[src/rtl/loader_pkg.sv]
// Shared definitions for the program loader: FSM state encoding and the
// byte-lane geometry used to pack a byte stream into 32-bit RAM words.
package loader_pkg;

  typedef enum logic [2:0] {
    IDLE,
    COLLECT,
    WRITE,
    GAP,
    FINISH
  } state_e;

  localparam int LANES  = 4;
  localparam int BYTE_W = 8;
  localparam int WORD_W = LANES * BYTE_W;
  localparam int LANE_W = $clog2(LANES);

endpackage

[src/rtl/byte_packer.sv]
// Byte packer: assembles accepted stream bytes little-endian into a word.
// Ports:
//   clk, rst     clock and synchronous active-high reset
//   clear        restart packing at lane 0 (a new load begins)
//   accept       a byte transfer happens this cycle
//   byte_data    the byte being transferred
//   byte_last    the transferred byte is the final byte of the image
//   word         assembled word including the current byte (valid with word_valid)
//   word_valid   the current transfer closes a word (lane 3 or last byte)
//   last_seen    the closing transfer also carries byte_last
module byte_packer
  import loader_pkg::*;
(
  input  logic              clk,
  input  logic              rst,
  input  logic              clear,
  input  logic              accept,
  input  logic [BYTE_W-1:0] byte_data,
  input  logic              byte_last,
  output logic [WORD_W-1:0] word,
  output logic              word_valid,
  output logic              last_seen
);

  logic [LANE_W-1:0] lane_q;
  logic [WORD_W-1:0] word_q;
  logic [WORD_W-1:0] word_d;

  // Lane 0 starts from an all-zero word, so a short final word comes out
  // zero-filled in its upper lanes without extra logic.
  always_comb begin
    word_d = (lane_q == '0) ? '0 : word_q;
    word_d[lane_q*BYTE_W +: BYTE_W] = byte_data;
  end

  assign word       = word_d;
  assign word_valid = accept && ((lane_q == LANE_W'(LANES - 1)) || byte_last);
  assign last_seen  = accept && byte_last;

  always_ff @(posedge clk) begin
    if (rst || clear) begin
      lane_q <= '0;
      word_q <= '0;
    end else if (accept) begin
      word_q <= word_d;
      lane_q <= word_valid ? '0 : lane_q + LANE_W'(1);
    end
  end

endmodule

[src/rtl/program_loader.sv]
// Program-image loader: takes a valid/ready byte stream, packs it into
// little-endian 32-bit words and writes them to consecutive word addresses
// of a basic_ram starting at BASE_ADDR, using the cs/we/oe + mem_done
// handshake. Words beyond MAX_WORDS are dropped and flag a sticky error.
// Ports:
//   clk, rst      clock and synchronous active-high reset
//   start         begin a load (honoured only in IDLE or FINISH)
//   byte_valid    byte_data is valid this cycle
//   byte_data     stream byte
//   byte_last     marks the final byte of the image (with byte_valid)
//   byte_ready    loader accepts a byte this cycle
//   mem_address   RAM word address
//   mem_data_in   RAM write data
//   mem_cs        RAM chip select
//   mem_we        RAM write enable
//   mem_oe        RAM output enable, tied low
//   mem_done      RAM write complete
//   busy          a load is in progress
//   done          load finished, held until the next start or reset
//   error         capacity overflow during this load (sticky)
//   word_count    words written during this load
module program_loader
  import loader_pkg::*;
#(
  parameter int                ADDR_W    = 32,
  parameter logic [ADDR_W-1:0] BASE_ADDR = '0,
  parameter int                MAX_WORDS = 1024
) (
  input  logic              clk,
  input  logic              rst,
  input  logic              start,
  input  logic              byte_valid,
  input  logic [BYTE_W-1:0] byte_data,
  input  logic              byte_last,
  output logic              byte_ready,
  output logic [ADDR_W-1:0] mem_address,
  output logic [WORD_W-1:0] mem_data_in,
  output logic              mem_cs,
  output logic              mem_we,
  output logic              mem_oe,
  input  logic              mem_done,
  output logic              busy,
  output logic              done,
  output logic              error,
  output logic [ADDR_W-1:0] word_count
);

  state_e            state_q;
  logic              byte_ready_q;
  logic [ADDR_W-1:0] mem_address_q;
  logic [WORD_W-1:0] mem_data_q;
  logic              mem_cs_q;
  logic              mem_we_q;
  logic              busy_q;
  logic              done_q;
  logic              error_q;
  logic [ADDR_W-1:0] word_count_q;
  logic              last_q;

  logic              accept;
  logic              clear;
  logic              at_capacity;
  logic [WORD_W-1:0] word;
  logic              word_valid;
  logic              last_seen;

  assign accept      = byte_valid && byte_ready_q;
  assign clear       = start && ((state_q == IDLE) || (state_q == FINISH));
  assign at_capacity = (word_count_q == ADDR_W'(MAX_WORDS));

  byte_packer u_packer (
    .clk        (clk),
    .rst        (rst),
    .clear      (clear),
    .accept     (accept),
    .byte_data  (byte_data),
    .byte_last  (byte_last),
    .word       (word),
    .word_valid (word_valid),
    .last_seen  (last_seen)
  );

  always_ff @(posedge clk) begin
    if (rst) begin
      state_q       <= IDLE;
      byte_ready_q  <= 1'b0;
      mem_address_q <= BASE_ADDR;
      mem_data_q    <= '0;
      mem_cs_q      <= 1'b0;
      mem_we_q      <= 1'b0;
      busy_q        <= 1'b0;
      done_q        <= 1'b0;
      error_q       <= 1'b0;
      word_count_q  <= '0;
      last_q        <= 1'b0;
    end else begin
      unique case (state_q)
        IDLE, FINISH: begin
          if (start) begin
            state_q       <= COLLECT;
            byte_ready_q  <= 1'b1;
            busy_q        <= 1'b1;
            done_q        <= 1'b0;
            error_q       <= 1'b0;
            word_count_q  <= '0;
            mem_address_q <= BASE_ADDR;
          end
        end
        COLLECT: begin
          if (word_valid) begin
            if (at_capacity) begin
              // Full: drop the word without touching the RAM and keep
              // draining the stream until the image ends.
              error_q <= 1'b1;
              if (last_seen) begin
                state_q      <= FINISH;
                byte_ready_q <= 1'b0;
                busy_q       <= 1'b0;
                done_q       <= 1'b1;
              end
            end else begin
              state_q      <= WRITE;
              byte_ready_q <= 1'b0;
              mem_data_q   <= word;
              last_q       <= last_seen;
              mem_cs_q     <= 1'b1;
              mem_we_q     <= 1'b1;
            end
          end
        end
        WRITE: begin
          if (mem_done) begin
            state_q  <= GAP;
            mem_cs_q <= 1'b0;
            mem_we_q <= 1'b0;
          end
        end
        GAP: begin
          mem_address_q <= mem_address_q + ADDR_W'(1);
          word_count_q  <= word_count_q + ADDR_W'(1);
          if (last_q) begin
            state_q <= FINISH;
            busy_q  <= 1'b0;
            done_q  <= 1'b1;
          end else begin
            state_q      <= COLLECT;
            byte_ready_q <= 1'b1;
          end
        end
        default: state_q <= IDLE;
      endcase
    end
  end

  assign byte_ready  = byte_ready_q;
  assign mem_address = mem_address_q;
  assign mem_data_in = mem_data_q;
  assign mem_cs      = mem_cs_q;
  assign mem_we      = mem_we_q;
  assign mem_oe      = 1'b0;
  assign busy        = busy_q;
  assign done        = done_q;
  assign error       = error_q;
  assign word_count  = word_count_q;

endmodule

[config.mk]
export PLATFORM = sky130hd
export DESIGN_NAME = program_loader
export DESIGN_NICKNAME = d
export VERILOG_FILES = /design/src/rtl/loader_pkg.sv /design/src/rtl/byte_packer.sv /design/src/rtl/program_loader.sv
export SDC_FILE = /design/constraint.sdc
export NUM_CORES = 1
export LEC_CHECK = 0
export BUFFER_PORTS_ARGS = -buffer_cell sky130_fd_sc_hd__buf_2
export CORE_MARGIN = 1
export CORE_UTILIZATION = 47
export CTS_BUF_LIST = sky130_fd_sc_hd__clkbuf_2 sky130_fd_sc_hd__clkbuf_4 sky130_fd_sc_hd__clkbuf_8
export DETAILED_ROUTE_END_ITERATION = 6
export PLACE_DENSITY = 0.74
export SYNTH_ARGS = -nofsm -noshare
export SYNTH_HDL_FRONTEND = slang
export SYNTH_HIERARCHICAL = 1
export SYNTH_SLANG_ARGS = --single-unit
[constraint.sdc]
create_clock -name clk -period 2.6 [get_ports clk]
set_input_delay 0.13 -clock clk [delete_from_list [all_inputs] [get_ports clk]]
set_output_delay 0.13 -clock clk [all_outputs]
set_load 0.1 [all_outputs]
==> metrics.md <==
| Metric | Value |
|---|---|
| Top FF cell, synth | `dfxtp_1` |
| Critical-path cell list | `inv_1, ha_1, nor4bb_1, nand4_1, o211ai_1, buf_12, mux2i_1, nor2_1` |
| Clock latency on the worst-skew pair | `450 ps` |
| Worst Hold Endpoint | `u_packer/lane_q[1]$_SDFFE_PP0P_` |
| GRT Resource Usage Total | `0.2379` |
| Placer Congestion | `0.8348` |
| Endpoints failing setup | `0` |
| Busiest grt layer | `met2` |
| Hold Vio Cnt, Final | `0` |
| Vias in the first global route | `5519` |
| 1st-iter DRT viols | `407` |
| Syn_area_per_cell | `8.739 um2` |
| Setup crit end kind | `flop` |
| Crit Reg-Reg Endpoint | `mem_data_in[19]$_SDFFE_PP0P_` |
| I/O pin count | `117` |
| Hold path depth | `3` |
| R2r setup slk | `430 ps` |
| Status | `finished, final reports clean` |
| Max Fclk | `0.4603 GHz` |
| CP max stage delay | `360 ps` |
| Initial antenna violation count | `0` |
| Setup TNS | `0 ps` |
| First-pass GRT wire length | `27520 um` |
| Die width | `121.0 um` |
| CP startpoint | `word_count[0]$_SDFFE_PP0P_` |
| Min Tclk post-route | `2172 ps` |
| Buffers on Ports | `115` |
| Clock buffer depth | `2` |
| Xor/xnor cell area share of the yosys netlist | `0` |
| Sequential fraction of design power | `0.491` |
| Dominant cells by area after synthesis | `dfxtp_1 (42%), nor2_1 (6.5%), mux2i_1 (6.0%)` |
| Worst-path fanout max | `34` |
| R2R cell count | `8` |
| Clock power frac | `0.412` |
| Max-cap check violation count | `0` |
| Synth cell types | `61` |
| Setup crit start kind | `flop` |
| Post-Route Utilization | `0.5601` |
| Design area | `7745 um2` |
| Core Region | `13830 um2` |
| Row count | `43` |
| Post-Synth Simple-Gate Area | `0.2608` |
| Internal power | `0.003276 W` |
| Starting Density | `0.4816` |
| Fraction of layout cells with a size suffix above 1 | `0.2368` |
| Critical Path AT | `2490 ps` |
| Worst Path Required | `2920 ps` |
| CTS tree | `done` |
| Psw | `0.001148 W` |
| Non-Filler Instances | `1050` |
| Post-synth EDFFs | `0` |
| Largest net degree at the start of global routing | `65` |
| Sequential share of the synthesized area | `0.4179` |
| Post-route ant nets | `0` |
| Tcrit/Tclk final | `0.8355` |
| Hold/Removal Path Class | `in2reg` |
| M1 GR Usage | `0.2970` |
| Complex-gate fraction of the synthesized area | `0.1652` |
| Mapped Nets | `784` |
| Drt first pass iters | `6` |
| Synth area leader | `dfxtp_1` |
| Grt met2 use | `0.3954` |
| M3 GR Usage | `0.04699` |
| Worst vdd ir | `411.3 uV` |
| Min-delay src | `byte_last` |
| Cell total after placement | `1019` |
| RR Startpoint | `word_count[0]$_SDFFE_PP0P_` |
| Critical path buffers and inverters | `2` |
| GRT overflow | `0` |
| Via density | `5.831` |
| Drt drc | `0` |
| Diode count | `0` |
| Area Overhead vs Synth | `16.31%` |
| Post-DR wirelength/cell | `16.05 um` |
| Slew Viols, Final | `0` |
| H-tree Lvls | `4` |
| Placed Area | `7332 um2` |
| Clock-pin slew on the worst setup and hold paths | `70 ps` |
| Cells after synthesis | `762` |
| Leak | `3.370 nW` |
| CTS Buf Count | `17` |
| Final Total Pwr | `0.004424 W` |
| Wirelength, routed | `16850 um` |
| Post-synth ARST share | `0` |
| Sw Share | `0.2594` |
| Die Ht | `121.0 um` |
| Flops & latches, synth | `139` |
| Post-CTS Resized | `0` |
| Die area | `14650 um2` |
| PwrDens | `571.2 nW/um2` |
| Actual slew at the worst max-slew pin | `708.5 ps` |
| Sink Count | `139` |
| Total Nets Final | `881` |
| Fin Clk Skew | `9.143 ps` |
| Mapped cell area | `6659 um2` |
| Multiplexer share of the synthesized area | `0.08719` |
| Area share of the largest cell type after synthesis | `0.4179` |
| Combinational Power Share | `0.098` |
| Dpl hpwl | `11360 um` |
| Kind of critical path | `reg2reg` |
| Largest family of logic cells by synthesized area | `simple AND/OR/NAND/NOR gates` |
| CP delay by family, top | `simple AND/OR/NAND/NOR gates` |
| Vias | `6123` |
| Slew HR | `0.5260` |
| YS warnings | `6` |
| RSZ-0062 raised after global routing | `false` |
| Slowest cell on the critical path | `o211ai_1` |
| Synthesized-area fraction occupied by adder cells | `0.01503` |
| Clk Tree Root Cell | `clkbuf_8` |
metal layers:
| metal | wire length [um] | up-vias | part of all wire |
|---|---|---|---|
| met2 | 8147 | 167 | 0.48 |
| met4 | 286 | 0 | 0.017 |
| met3 | 812 | 20 | 0.048 |
| met5 | 0 | - | 0 |
| li1 | - | 2988 | - |
| met1 | 7604 | 2948 | 0.45 |
per-stage QoR:
| step | worst slack (ps) | hold slack (ps) |
|---|---|---|
| CTS | 411.4 | 1.464 |
| floorplan | 12.80 | 302.2 |
| global route | 180.6 | 39.47 |
| detailed placement | 443.6 | 443.0 |
| global placement | 540.8 | 437.6 |
| finish | 427.7 | 26.67 |
layout make-up:
cell class / count / area [um2]
Fill cell: 1278 / 6082
Sequential cell: 139 / 2788
Multi-Input combinational cell: 553 / 3521
Inverter: 12 / 45.04
Clock buffer: 21 / 282.8
Timing Repair Buffer: 136 / 763.2
Clock inverter: 9 / 120.1
Tap cell: 180 / 225.2
cell usage after synthesis (all sizes together) (11+ instances only):
library cell,count
a21oi,46
a22o,31
a22oi,15
a32oi,11
and2,14
and3,11
buf,29
clkbuf,29
dfxtp,139
inv,12
mux2,16
mux2i,40
nand2,48
nand3,28
nand4,44
nor2,116
o21ai,14
placed cells by master, fill, tap and decap left out, types with 4 or more instances in the layout:
| cell | count |
|---|---|
| dfxtp_1 | 135 |
| nor2_1 | 116 |
| buf_2 | 114 |
| nand2_1 | 48 |
| a21oi_1 | 46 |
| nand4_1 | 43 |
| mux2i_1 | 40 |
| nand3_1 | 28 |
| a22o_1 | 28 |
| clkbuf_8 | 20 |
| buf_4 | 19 |
| mux2_2 | 16 |
| a22oi_1 | 15 |
| inv_1 | 11 |
| and2_1 | 11 |
| and3_1 | 11 |
| a32oi_1 | 11 |
| nor4_1 | 10 |
| and4_1 | 10 |
| o31ai_1 | 10 |
| o21ai_0 | 10 |
| or2_2 | 8 |
| nor3_1 | 8 |
| ha_1 | 8 |
| nand3b_1 | 7 |
| clkinv_2 | 6 |
| o21a_1 | 4 |
| nor4bb_1 | 4 |
| nor2b_1 | 4 |
| nand2b_1 | 4 |
| dfxtp_2 | 4 |
| o21ai_1 | 4 |
power groups by stage:
stage / Sequential, W / Combinational (W) / Clock (W)
after detailed placement: 0.00222 / 0.000430 / 0
after global placement: 0.00222 / 0.000427 / 0
after global routing: 0.00217 / 0.000464 / 0.00195
after CTS: 0.00217 / 0.000433 / 0.00186
after floorplan: 0.00227 / 0.000271 / 0
final: 0.00217 / 0.000433 / 0.00182
flip-flops by register name, summed over array words and instances, names as in the netlist:
| register | flops |
|---|---|
| busy | 1 |
| byte_ready | 1 |
| done | 1 |
| error | 1 |
| last_q | 1 |
| mem_address | 32 |
| mem_data_in | 32 |
| mem_we | 1 |
| state_q | 3 |
| u_packer/lane_q | 2 |
| u_packer/word_q | 32 |
| word_count | 32 |
tightest hold or removal path: cells and delay by family:
family | cells | cell delay [ps]
buf+inv | 1 | 120
compound gates | 1 | 150
simple gates | 1 | 40
cells by family (layout without fill, tap and decap cells):
group / after synthesis / count (layout)
flops: 139 / 139
simple gates: 332 / 332
compound gates: 156 / 156
mux: 56 / 56
other cells: 1 / 1
fa+ha+maj: 8 / 8
buf+inv: 70 / 178
how the worst max path moves through the flow:
stage                                              end  depth (start not counted)
after CTS                  mem_data_in[7]$_SDFFE_PP0P_                          8
final                     mem_data_in[19]$_SDFFE_PP0P_                          8
after detailed placement  mem_data_in[19]$_SDFFE_PP0P_                          8
after global placement    mem_data_in[17]$_SDFFE_PP0P_                          8
after floorplan           mem_address[18]$_SDFFE_PP0P_                          7
after global routing      mem_data_in[18]$_SDFFE_PP0P_                          8
timing repair:
| action | in CTS | in global routing |
|---|---|---|
| hold endpoints to repair | 1 | 0 |
| buffers inserted | 0 | 0 |
| hold buffers | 1 | 0 |
Note: power is estimated with default switching activity, not from simulation.
